===== config.mk =====
export PLATFORM = sky130hd
export DESIGN_NAME = touch_region_colour_flat
export DESIGN_NICKNAME = d
export VERILOG_FILES = /design/src/rtl/touch_region_colour_pkg.sv /design/src/rtl/touch_region_colour_if.sv /design/src/rtl/touch_region_colour_filter.sv /design/src/rtl/touch_region_colour.sv /design/src/flat_wrapper.sv
export SDC_FILE = /design/constraint.sdc
export NUM_CORES = 1
export LEC_CHECK = 0
export ABC_CLOCK_PERIOD_IN_PS = 4300
export CAP_MARGIN = 15
export CORE_UTILIZATION = 54
export CTS_CLUSTER_SIZE = 8
export DETAILED_ROUTE_END_ITERATION = 12
export PLACE_DENSITY = 0.85
export SYNTH_ARGS = -nofsm -noshare
export SYNTH_HDL_FRONTEND = slang
export SYNTH_SLANG_ARGS = --single-unit

===== constraint.sdc =====
create_clock -name Clock -period 4.3 [get_ports Clock]
set_clock_uncertainty 0.05 [all_clocks]
set_input_delay 0.86 -clock Clock [delete_from_list [all_inputs] [get_ports Clock]]
set_output_delay 0.86 -clock Clock [all_outputs]
set_load 0.02 [all_outputs]

===== src/rtl/touch_region_colour_pkg.sv =====
// Shared types and constants for the touch-to-colour path of the 800x480 LTM.
package touch_region_pkg;

    typedef enum logic [1:0] {
        IDLE,
        ACCEPT,
        HOLDOFF,
        WAIT_RELEASE
    } filter_state_t;

    localparam int NUM_REGIONS = 8;
    localparam int CODE_W      = 3;
    localparam int LCD_W       = 800;
    localparam int LCD_H       = 480;

    typedef logic [CODE_W-1:0] code_t;
    typedef logic [2:0]        region_t;

endpackage


===== src/rtl/touch_region_colour_if.sv =====
// Touch panel and LCD pixel signals shared by the controllers and touch_region_colour.
interface touch_region_colour_if;
    import touch_region_pkg::*;

    logic        Touch_En;
    logic        Coord_En;
    logic [11:0] X_Coord;
    logic [11:0] Y_Coord;
    logic [9:0]  Pixel_X;
    logic [9:0]  Pixel_Y;
    logic [7:0]  Red;
    logic [7:0]  Green;
    logic [7:0]  Blue;
    logic        Touch_Pulse;
    region_t     Region_Sel;
    logic        Busy;

    modport master (
        output Touch_En, Coord_En, X_Coord, Y_Coord, Pixel_X, Pixel_Y,
        input  Red, Green, Blue, Touch_Pulse, Region_Sel, Busy
    );

    modport slave (
        input  Touch_En, Coord_En, X_Coord, Y_Coord, Pixel_X, Pixel_Y,
        output Red, Green, Blue, Touch_Pulse, Region_Sel, Busy
    );

endinterface


===== src/rtl/touch_region_colour_filter.sv =====
// Turns raw Coord_En strobes into single accepted touch events (edge detect + hold-off).
// Define TOUCH_RELEASE_WAIT_EN to also wait for pen release before re-arming.
module touch_event_filter
    import touch_region_pkg::*;
#(
    parameter int HOLDOFF_CYCLES = 2500000
) (
    input  logic    Clock,
    input  logic    Resetn,
    input  logic    Coord_En,
    input  logic    Touch_En,
    input  region_t touch_region,
    output logic    accept,
    output region_t accept_region,
    output region_t Region_Sel,
    output logic    Busy
);

    localparam int CNT_W = (HOLDOFF_CYCLES > 1) ? $clog2(HOLDOFF_CYCLES) : 1;
    localparam logic [CNT_W-1:0] CNT_LOAD = CNT_W'(HOLDOFF_CYCLES - 1);

    filter_state_t    state_q, state_d;
    logic             coord_d;
    logic [CNT_W-1:0] cnt_q;
    logic             candidate;

    assign candidate     = Coord_En & ~coord_d;
    assign accept        = (state_q == ACCEPT);
    assign Busy          = (state_q != IDLE);

    always_ff @(posedge Clock or negedge Resetn) begin
        if (!Resetn) state_q <= IDLE;
        else         state_q <= state_d;
    end

    always_comb begin
        state_d = state_q;
        case (state_q)
            IDLE:    if (candidate) state_d = ACCEPT;
            ACCEPT:  state_d = HOLDOFF;
`ifdef TOUCH_RELEASE_WAIT_EN
            HOLDOFF: if (cnt_q == '0) state_d = WAIT_RELEASE;
            WAIT_RELEASE: if (!Touch_En) state_d = IDLE;
`else
            HOLDOFF: if (cnt_q == '0) state_d = IDLE;
`endif
            default: state_d = IDLE;
        endcase
    end

`ifndef TOUCH_RELEASE_WAIT_EN
    logic touch_en_unused;
    assign touch_en_unused = Touch_En;
`endif

    // Delay register resets high so a level already present at reset release is not an edge.
    always_ff @(posedge Clock or negedge Resetn) begin
        if (!Resetn) begin
            coord_d       <= 1'b1;
            cnt_q         <= '0;
            accept_region <= '0;
            Region_Sel    <= '0;
        end else begin
            coord_d <= Coord_En;
            if (state_q == IDLE && candidate)
                accept_region <= touch_region;
            if (state_q == ACCEPT) begin
                cnt_q      <= CNT_LOAD;
                Region_Sel <= accept_region;
            end else if (state_q == HOLDOFF && cnt_q != '0) begin
                cnt_q <= cnt_q - 1'b1;
            end
        end
    end

endmodule


===== src/rtl/touch_region_colour.sv =====
// Per-region colour codes advanced by filtered touches, plus the 1-cycle pixel colour lookup.
module touch_region_colour
    import touch_region_pkg::*;
#(
    parameter int HOLDOFF_CYCLES = 2500000,
    parameter int Y_SPLIT        = 240,
    parameter int COL_WIDTH      = 200
) (
    input  logic                  Clock,
    input  logic                  Resetn,
    touch_region_colour_if.slave  bus
);

    localparam logic [9:0] COL1 = 10'(COL_WIDTH);
    localparam logic [9:0] COL2 = 10'(2 * COL_WIDTH);
    localparam logic [9:0] COL3 = 10'(3 * COL_WIDTH);
    localparam logic [9:0] ROW1 = 10'(Y_SPLIT);

    logic        accept;
    region_t     accept_region;
    region_t     pix_region;
    logic [1:0]  pix_col;
    code_t       pix_code;
    code_t       colour_q [NUM_REGIONS];
    logic [20:0] coord_bits_unused;

    assign coord_bits_unused = {bus.X_Coord[9:0], bus.Y_Coord[10:0]};

    touch_event_filter #(
        .HOLDOFF_CYCLES (HOLDOFF_CYCLES)
    ) u_filter (
        .Clock         (Clock),
        .Resetn        (Resetn),
        .Coord_En      (bus.Coord_En),
        .Touch_En      (bus.Touch_En),
        .touch_region  ({bus.Y_Coord[11], bus.X_Coord[11:10]}),
        .accept        (accept),
        .accept_region (accept_region),
        .Region_Sel    (bus.Region_Sel),
        .Busy          (bus.Busy)
    );

    assign bus.Touch_Pulse = accept;

    // Column by comparison against the region edges; anything past the third edge is column 3.
    always_comb begin
        pix_col = 2'd0;
        if      (bus.Pixel_X >= COL3) pix_col = 2'd3;
        else if (bus.Pixel_X >= COL2) pix_col = 2'd2;
        else if (bus.Pixel_X >= COL1) pix_col = 2'd1;
    end

    assign pix_region = {bus.Pixel_Y >= ROW1, pix_col};
    assign pix_code   = colour_q[pix_region];

    always_ff @(posedge Clock or negedge Resetn) begin
        if (!Resetn) begin
            for (int i = 0; i < NUM_REGIONS; i++)
                colour_q[i] <= code_t'(i);
        end else if (accept) begin
            colour_q[accept_region] <= colour_q[accept_region] + 1'b1;
        end
    end

    // Reads the pre-update code, so a lookup during ACCEPT still sees the old colour.
    always_ff @(posedge Clock or negedge Resetn) begin
        if (!Resetn) begin
            bus.Red   <= '0;
            bus.Green <= '0;
            bus.Blue  <= '0;
        end else begin
            bus.Red   <= {8{pix_code[0]}};
            bus.Blue  <= {8{pix_code[1]}};
            bus.Green <= {8{pix_code[2]}};
        end
    end

endmodule


===== src/flat_wrapper.sv =====
// flat-port wrapper written by rule: the top's interface ports become plain ports
module touch_region_colour_flat import touch_region_pkg::*;
#(
    parameter int HOLDOFF_CYCLES = 2500000,
    parameter int Y_SPLIT        = 240,
    parameter int COL_WIDTH      = 200
)
  (Clock, Resetn, bus_Touch_En, bus_Coord_En, bus_X_Coord, bus_Y_Coord, bus_Pixel_X, bus_Pixel_Y, bus_Red, bus_Green, bus_Blue, bus_Touch_Pulse, bus_Region_Sel, bus_Busy);
  touch_region_colour_if bus_i ();
  input  logic Clock;
  input  logic Resetn;
  input wire logic [$bits(bus_i.Touch_En)-1:0] bus_Touch_En;
  input wire logic [$bits(bus_i.Coord_En)-1:0] bus_Coord_En;
  input wire logic [$bits(bus_i.X_Coord)-1:0] bus_X_Coord;
  input wire logic [$bits(bus_i.Y_Coord)-1:0] bus_Y_Coord;
  input wire logic [$bits(bus_i.Pixel_X)-1:0] bus_Pixel_X;
  input wire logic [$bits(bus_i.Pixel_Y)-1:0] bus_Pixel_Y;
  output wire logic [$bits(bus_i.Red)-1:0] bus_Red;
  output wire logic [$bits(bus_i.Green)-1:0] bus_Green;
  output wire logic [$bits(bus_i.Blue)-1:0] bus_Blue;
  output wire logic [$bits(bus_i.Touch_Pulse)-1:0] bus_Touch_Pulse;
  output wire logic [$bits(bus_i.Region_Sel)-1:0] bus_Region_Sel;
  output wire logic [$bits(bus_i.Busy)-1:0] bus_Busy;
  assign bus_i.Touch_En = bus_Touch_En;
  assign bus_i.Coord_En = bus_Coord_En;
  assign bus_i.X_Coord = bus_X_Coord;
  assign bus_i.Y_Coord = bus_Y_Coord;
  assign bus_i.Pixel_X = bus_Pixel_X;
  assign bus_i.Pixel_Y = bus_Pixel_Y;
  assign bus_Red = bus_i.Red;
  assign bus_Green = bus_i.Green;
  assign bus_Blue = bus_i.Blue;
  assign bus_Touch_Pulse = bus_i.Touch_Pulse;
  assign bus_Region_Sel = bus_i.Region_Sel;
  assign bus_Busy = bus_i.Busy;
  touch_region_colour #(.HOLDOFF_CYCLES(HOLDOFF_CYCLES), .Y_SPLIT(Y_SPLIT), .COL_WIDTH(COL_WIDTH)) u_core (.Clock(Clock), .Resetn(Resetn), .bus(bus_i));
endmodule

==> metrics.txt, run 1 <==
Setup Buffers After CTS 0; Setup violations, final 0; wire per inst 16.9 um; Worst Tran Pin Value 0.823 ns; IO Port Bufs 47; Final HPWL DP 5120 um; Hold Vio Cnt, Final 0; die area 6350 um2; CTS tree done; H-tree lvl count 3; cells after synthesis 325; core area 5680 um2; most frequent cells in the layout clkdlybuf4s50_1 (46), dfrtp_1 (45), nand2_1 (42), mux2_2 (21), o21ai_0 (20); # rows 27; status complete, no violations; Critical Path End Type output pin; Design Power 2.22 mW; Worst Path Required 3.39 ns; CTS root buf clkbuf_8; largest net degree at the start of global routing 32; Layout area overhead 17.5%; setup TNS 0 ns; layout cell share with drive strength beyond 1 17.6%; Distinct cells, synth 48; fin. max-slew vios 0; global-route wire length before repair 12000 um; Post-DRT Antenna Nets 0; Hold-fix buffers, CTS 0; dpl cells 414; RSZ-0062 raised after global routing no; EDFF count, synth 0; Setup crit start kind flip-flop; Num CTS Buffers 9; Peak supply drop 0.380 mV; Tmin final 3.29 ns; # DRC 0; Finished Layout Cells 430; commonest non-fill, non-tap cell in the layout clkdlybuf4s50_1; crit path max fanout 16; Tcrit/Tclk final 76.6%; # Max-Cap Violations 0; final WL 7250 um; #FFs+latches synth 58; Worst Path Arrival 2.38 ns; clk slew on worst S/H paths 0.07 ns; clock sinks 58; top_reg_cell synth dfrtp_1; fill cell count 452; initial core utilization 57.4%; diodes inserted 0; yosys warns 0; Skew-Pair Late Insertion Delay 0.34 ns; grt total ovfl 0; slew margin rel. 45.2%; Setup CP Type flip-flop to output pin; Final nets 403; hold crit path type flip-flop to flip-flop; Die Ht 79.7 um; I/O Pins 77; initial antenna violation count 0; Leak Pwr 1.49 nW; setup ws final 1.01 ns; DR vias 2711; RePlAce Congestion 0.866; async set-reset flop share out of synthesis 100%; vias in the first global route 2535; 1st-iter DRT viols 264; Post-Syn Nets 375; Initial DRT Pass Iterations 5; All-Layer GR Usage 25.3%; worst slack, placed 1.02 ns; maximum clock path buffer count 2; Vias per Instance 6.30; Pwr Density 579 nW/um2; Max Freq 0.304 GHz; Mapped Area 3260 um2; Syn Area/Cell 10.0 um2; sequential fraction of the synthesis area 45.0%; DIE WIDTH 79.7 um; # resized after CTS 0
-- power by group --
group | switching, mW | internal, mW
clock network | 0.219 | 0.296
logic | 0.419 | 0.377
registers | 0.196 | 0.708
total | 0.834 | 1.38
-- cell usage after synthesis (all sizes together) (6+ instances only) --
library cell,number,area (um2)
nor2,16,60.1
nor4,7,50.1
a21oi,8,40.0
nand3,9,45.0
nor2b,6,37.5
xor2,6,52.6
dfstp,13,342
buf,25,178
clkbuf,7,26.3
o22ai,6,37.5
dfrtp,45,1130
o311ai,8,70.1
inv,11,41.3
mux4,6,135
nor3,13,70.1
mux2,21,236
nand2,42,158
o21ai,20,100
-- state kept, by name (all words and copies together) (netlist names) --
signal / count
u_core.colour_q: 24
u_core.u_filter.cnt_q: 22
u_core.u_filter.Region_Sel: 3
u_core.u_filter.accept_region: 3
u_core.u_filter.state_q: 2
u_core.bus.Blue: 1
u_core.bus.Green: 1
u_core.bus.Red: 1
u_core.u_filter.coord_d: 1
-- cell families (layout without fill, tap and decap cells) --
| kind of cell | count (synthesis) | in the layout | synth area share [%] |
|---|---|---|---|
| AND/OR/NAND/NOR | 116 | 116 | 18.0 |
| AO/OA/AOI/OAI | 64 | 64 | 13.0 |
| flip-flops | 58 | 58 | 45.0 |
| buffers and inverters | 43 | 76 | 7.53 |
| multiplexers | 31 | 31 | 12.6 |
| XOR/XNOR | 10 | 10 | 2.69 |
| adder cells (fa/ha/maj) | 3 | 3 | 1.08 |
-- critical path, cell delays in order, from the launching register on --
cell and delay, ns:
dfrtp_1 0.44, inv_1 0.20, nand2_1 0.37, inv_1 0.19
buf_4 0.22, clkdlybuf4s50_1 0.62
-- per-stage QoR --
| stage | area (um2) | utilization (%) | hold slack, ns |
|---|---|---|---|
| 6_report | 3830 | 67.5 | 0.440 |
| 5_1_grt | 3830 | 67.5 | 0.479 |
| 4_1_cts | 3830 | 67.5 | 0.446 |
| 3_5_place_dp | 3620 | 63.9 | 0.416 |
| 3_3_place_gp | 3620 | 63.9 | 0.419 |
| 2_1_floorplan | 3260 | - | 0.409 |
-- final cells by class --
class                   count  area (um2)  area share (%)
well taps                  72        90.1            2.35
repair buffers             49         480            12.5
flip-flops and latches     58        1470            38.3
inverters                  11        41.3            1.08
multi-input cells         224        1550            40.4
clock inverters             5        52.6            1.37
clock buffers              11         151            3.95
-- metal layers --
layer / global-route usage [%] / vias up / part of all wire, %
li1: - / 1234 / -
met1: 33.0 / 1332 / 43
met5: 0 / - / 0
met2: 39.3 / 124 / 47
met4: 13.5 / 0 / 2.8
met3: 5.26 / 21 / 7.3
-- final timing paths --
| check | start | to | slack, ns | depth (start not counted) |
|---|---|---|---|---|
| hold / removal | u_core.u_filter.Region_Sel[0] | u_core.u_filter.Region_Sel[0] | 0.44 | 2 |
| hold reg to reg | u_core.u_filter.Region_Sel[0] | u_core.u_filter.Region_Sel[0] | 0.44 | 2 |
| min in group asynchronous | Resetn | u_core.u_filter.cnt_q[7] | 0.49 | 1 |
| setup / recovery | u_core.u_filter.state_q[1] | bus_Touch_Pulse | 1.01 | 5 |
| max in group asynchronous | Resetn | u_core.colour_q[8] | 2.85 | 2 |
| setup reg to reg | u_core.u_filter.accept_region[1] | u_core.colour_q[20] | 1.25 | 6 |
No activity file was read; power rests on OpenSTA's default activity.
==> run 2: changes to the inputs <==
--- a/config.mk
+++ b/config.mk
@@ -5,12 +5,12 @@
 export SDC_FILE = /design/constraint.sdc
 export NUM_CORES = 1
 export LEC_CHECK = 0
-export ABC_CLOCK_PERIOD_IN_PS = 4300
+export ABC_CLOCK_PERIOD_IN_PS = 3250
 export CAP_MARGIN = 15
-export CORE_UTILIZATION = 54
+export CORE_UTILIZATION = 50
 export CTS_CLUSTER_SIZE = 8
 export DETAILED_ROUTE_END_ITERATION = 12
-export PLACE_DENSITY = 0.85
+export PLACE_DENSITY = 0.79
 export SYNTH_ARGS = -nofsm -noshare
 export SYNTH_HDL_FRONTEND = slang
 export SYNTH_SLANG_ARGS = --single-unit
==> constraint.sdc (replaced) <==
create_clock -name Clock -period 3.25 [get_ports Clock]
set_clock_uncertainty 0.05 [all_clocks]
set_input_delay 0.65 -clock Clock [delete_from_list [all_inputs] [get_ports Clock]]
set_output_delay 0.65 -clock Clock [all_outputs]
set_load 0.02 [all_outputs]
==> run 2 against run 1 <==
- highest routed layer unchanged
- flip-flop and latch count did not move
- hold slack got worse by 0.064 ns
- critical path type is now input port to flip-flop
- largest cell class unchanged
- combinational power rose by 42%
- power rose by 41%
==> metrics.txt, run 2 (same netlist as run 1, synthesis figures left out) <==
status complete, no violations; vias in the first global route 2358 (-7.0%); I/O Pins 77 (unchanged); die area 6840 um2 (+7.8%); Layout area overhead 20.7%; diodes inserted 0 (unchanged); RePlAce Congestion 0.845 (-2.4%); H-tree lvl count 3 (unchanged); Worst Tran Pin Value 0.722 ns (-0.101 ns); setup TNS 0 ns (unchanged); Num CTS Buffers 9 (unchanged); Setup Buffers After CTS 0 (unchanged); Worst Path Required 3.39 ns (about the same); initial antenna violation count 0 (unchanged); hold crit path type input port to async pin; DIE WIDTH 82.7 um (+3.8%); Tcrit/Tclk final 86.0%; Worst Path Arrival 2.93 ns (+0.55 ns); hold_ws 0.376 ns (-0.0636 ns); Final HPWL DP 5070 um (-0.94%); # rows 29 (+7.4%); Skew-Pair Late Insertion Delay 0.35 ns (about the same); worst slack, placed 0.169 ns (-0.854 ns); largest net degree at the start of global routing 59 (+84%); Setup CP Type input port to flip-flop; fin. max-slew vios 0 (unchanged); Setup crit start kind input port; 1st-iter DRT viols 207 (-22%); Hold Vio Cnt, Final 0 (unchanged); # DRC 0 (unchanged); # resized after CTS 0 (unchanged); Peak supply drop 0.490 mV (+29%); CTS tree done; most frequent cells in the layout clkdlybuf4s50_1 (46), dfrtp_1 (45), nand2_1 (42), mux2_2 (21), o21ai_0 (20); max FFs per register 24 (unchanged); setup ws final 0.455 ns (-0.551 ns); Post-DRT Antenna Nets 0 (unchanged); Tmin final 2.80 ns; Design Power 3.12 mW (+41%); commonest non-fill, non-tap cell in the layout clkdlybuf4s50_1; grt total ovfl 0 (unchanged); Finished Layout Cells 444 (+3.3%); All-Layer GR Usage 23.2% (-2.1 points); Final nets 412 (+2.2%); dpl cells 428 (+3.4%); CTS root buf clkbuf_8; register with the most flip-flops u_core.colour_q; Die Ht 82.7 um (+3.8%); Leak Pwr 1.54 nW (+3.5%); wire per inst 16.3 um (-3.3%); clk slew on worst S/H paths 0.07 ns (about the same); slew margin rel. 51.8% (+6.6 points); global-route wire length before repair 11400 um (-5.0%); Max Freq 0.358 GHz; crit path max fanout 6 (-10); DR vias 2699 (-0.44%); Setup violations, final 0 (unchanged); Vias per Instance 6.08 (-3.6%); maximum clock path buffer count 2 (unchanged); core area 6310 um2 (+11%); Regs by FF count u_core.colour_q (24), u_core.u_filter.cnt_q (22); Critical Path End Type flip-flop; layout cell share with drive strength beyond 1 19.1% (+1.5 points); Hold-fix buffers, CTS 0 (unchanged); Initial DRT Pass Iterations 4 (-1); # Max-Cap Violations 0 (unchanged); RSZ-0062 raised after global routing no; clock sinks 58 (unchanged); final WL 7240 um (-0.17%); Pwr Density 792 nW/um2 (+37%); IO Port Bufs 47 (unchanged); initial core utilization 51.6% (-5.8 points)
==> run 2: changes by cell type in the layout (fill, tap and decap cells not counted), sizes merged <==
cell / delta
clkinv: -2
bufinv: +2
buf: +9
==> run 2: cell type report <==
cell class	instances	area, um2
Tap cell	77	96.3
Inverter	11	41.3
Timing Repair Buffer	58	548
Fill cell	523	2380
Clock buffer	11	131
Multi-Input combinational cell	224	1550
Sequential cell	58	1470
Clock inverter	5	103
==> run 2: report_power, final <==
| group | total [mW] | internal, mW | switching (mW) |
|---|---|---|---|
| combinational | 1.13 | 0.546 | 0.588 |
| sequential | 1.18 | 0.938 | 0.243 |
| clock | 0.802 | 0.508 | 0.293 |
==> run 2: path summary, 6_finish.rpt <==
| kind | start | end | slack, ns | depth (start not counted) |
|---|---|---|---|---|
| worst max-delay path | bus_Pixel_X[6] | u_core.bus.Green[0] | 0.45 | 7 |
| worst min-delay path | Resetn | u_core.u_filter.cnt_q[11] | 0.38 | 2 |
| worst min register to register | u_core.u_filter.Region_Sel[0] | u_core.u_filter.Region_Sel[0] | 0.44 | 2 |
| min in group Clock | u_core.u_filter.Region_Sel[0] | u_core.u_filter.Region_Sel[0] | 0.44 | 2 |
| max in group asynchronous | Resetn | u_core.colour_q[3] | 2.30 | 2 |
| worst max register to register | u_core.u_filter.accept_region[0] | u_core.colour_q[17] | 0.81 | 6 |
==> run 2: routing by layer <==
metal | wire length [um] | share of wire [%] | GRT usage, %
met5 | 0 | 0 | 0
met4 | 158 | 2.2 | 12.6
met3 | 412 | 5.7 | 5.49
met2 | 3370 | 47 | 34.0
met1 | 3300 | 46 | 31.6
==> run 2: critical path, cell delays in order <==
cell and delay (ns):
clkdlybuf4s50_1 0.47, o311a_1 0.37, nor2_1 0.29, buf_4 0.20, o311ai_0 0.14, a2111oi_0 0.62
nor3_1 0.18
==> run 2: through the flow <==
| stage | util (%) | area (um2) |
|---|---|---|
| 5_1_grt | 62.3 | 3930 |
| 3_5_place_dp | 58.6 | 3700 |
| 3_3_place_gp | 58.6 | 3700 |
| 2_1_floorplan | - | 3260 |
| 6_report | 62.3 | 3930 |
| 4_1_cts | 62.3 | 3930 |
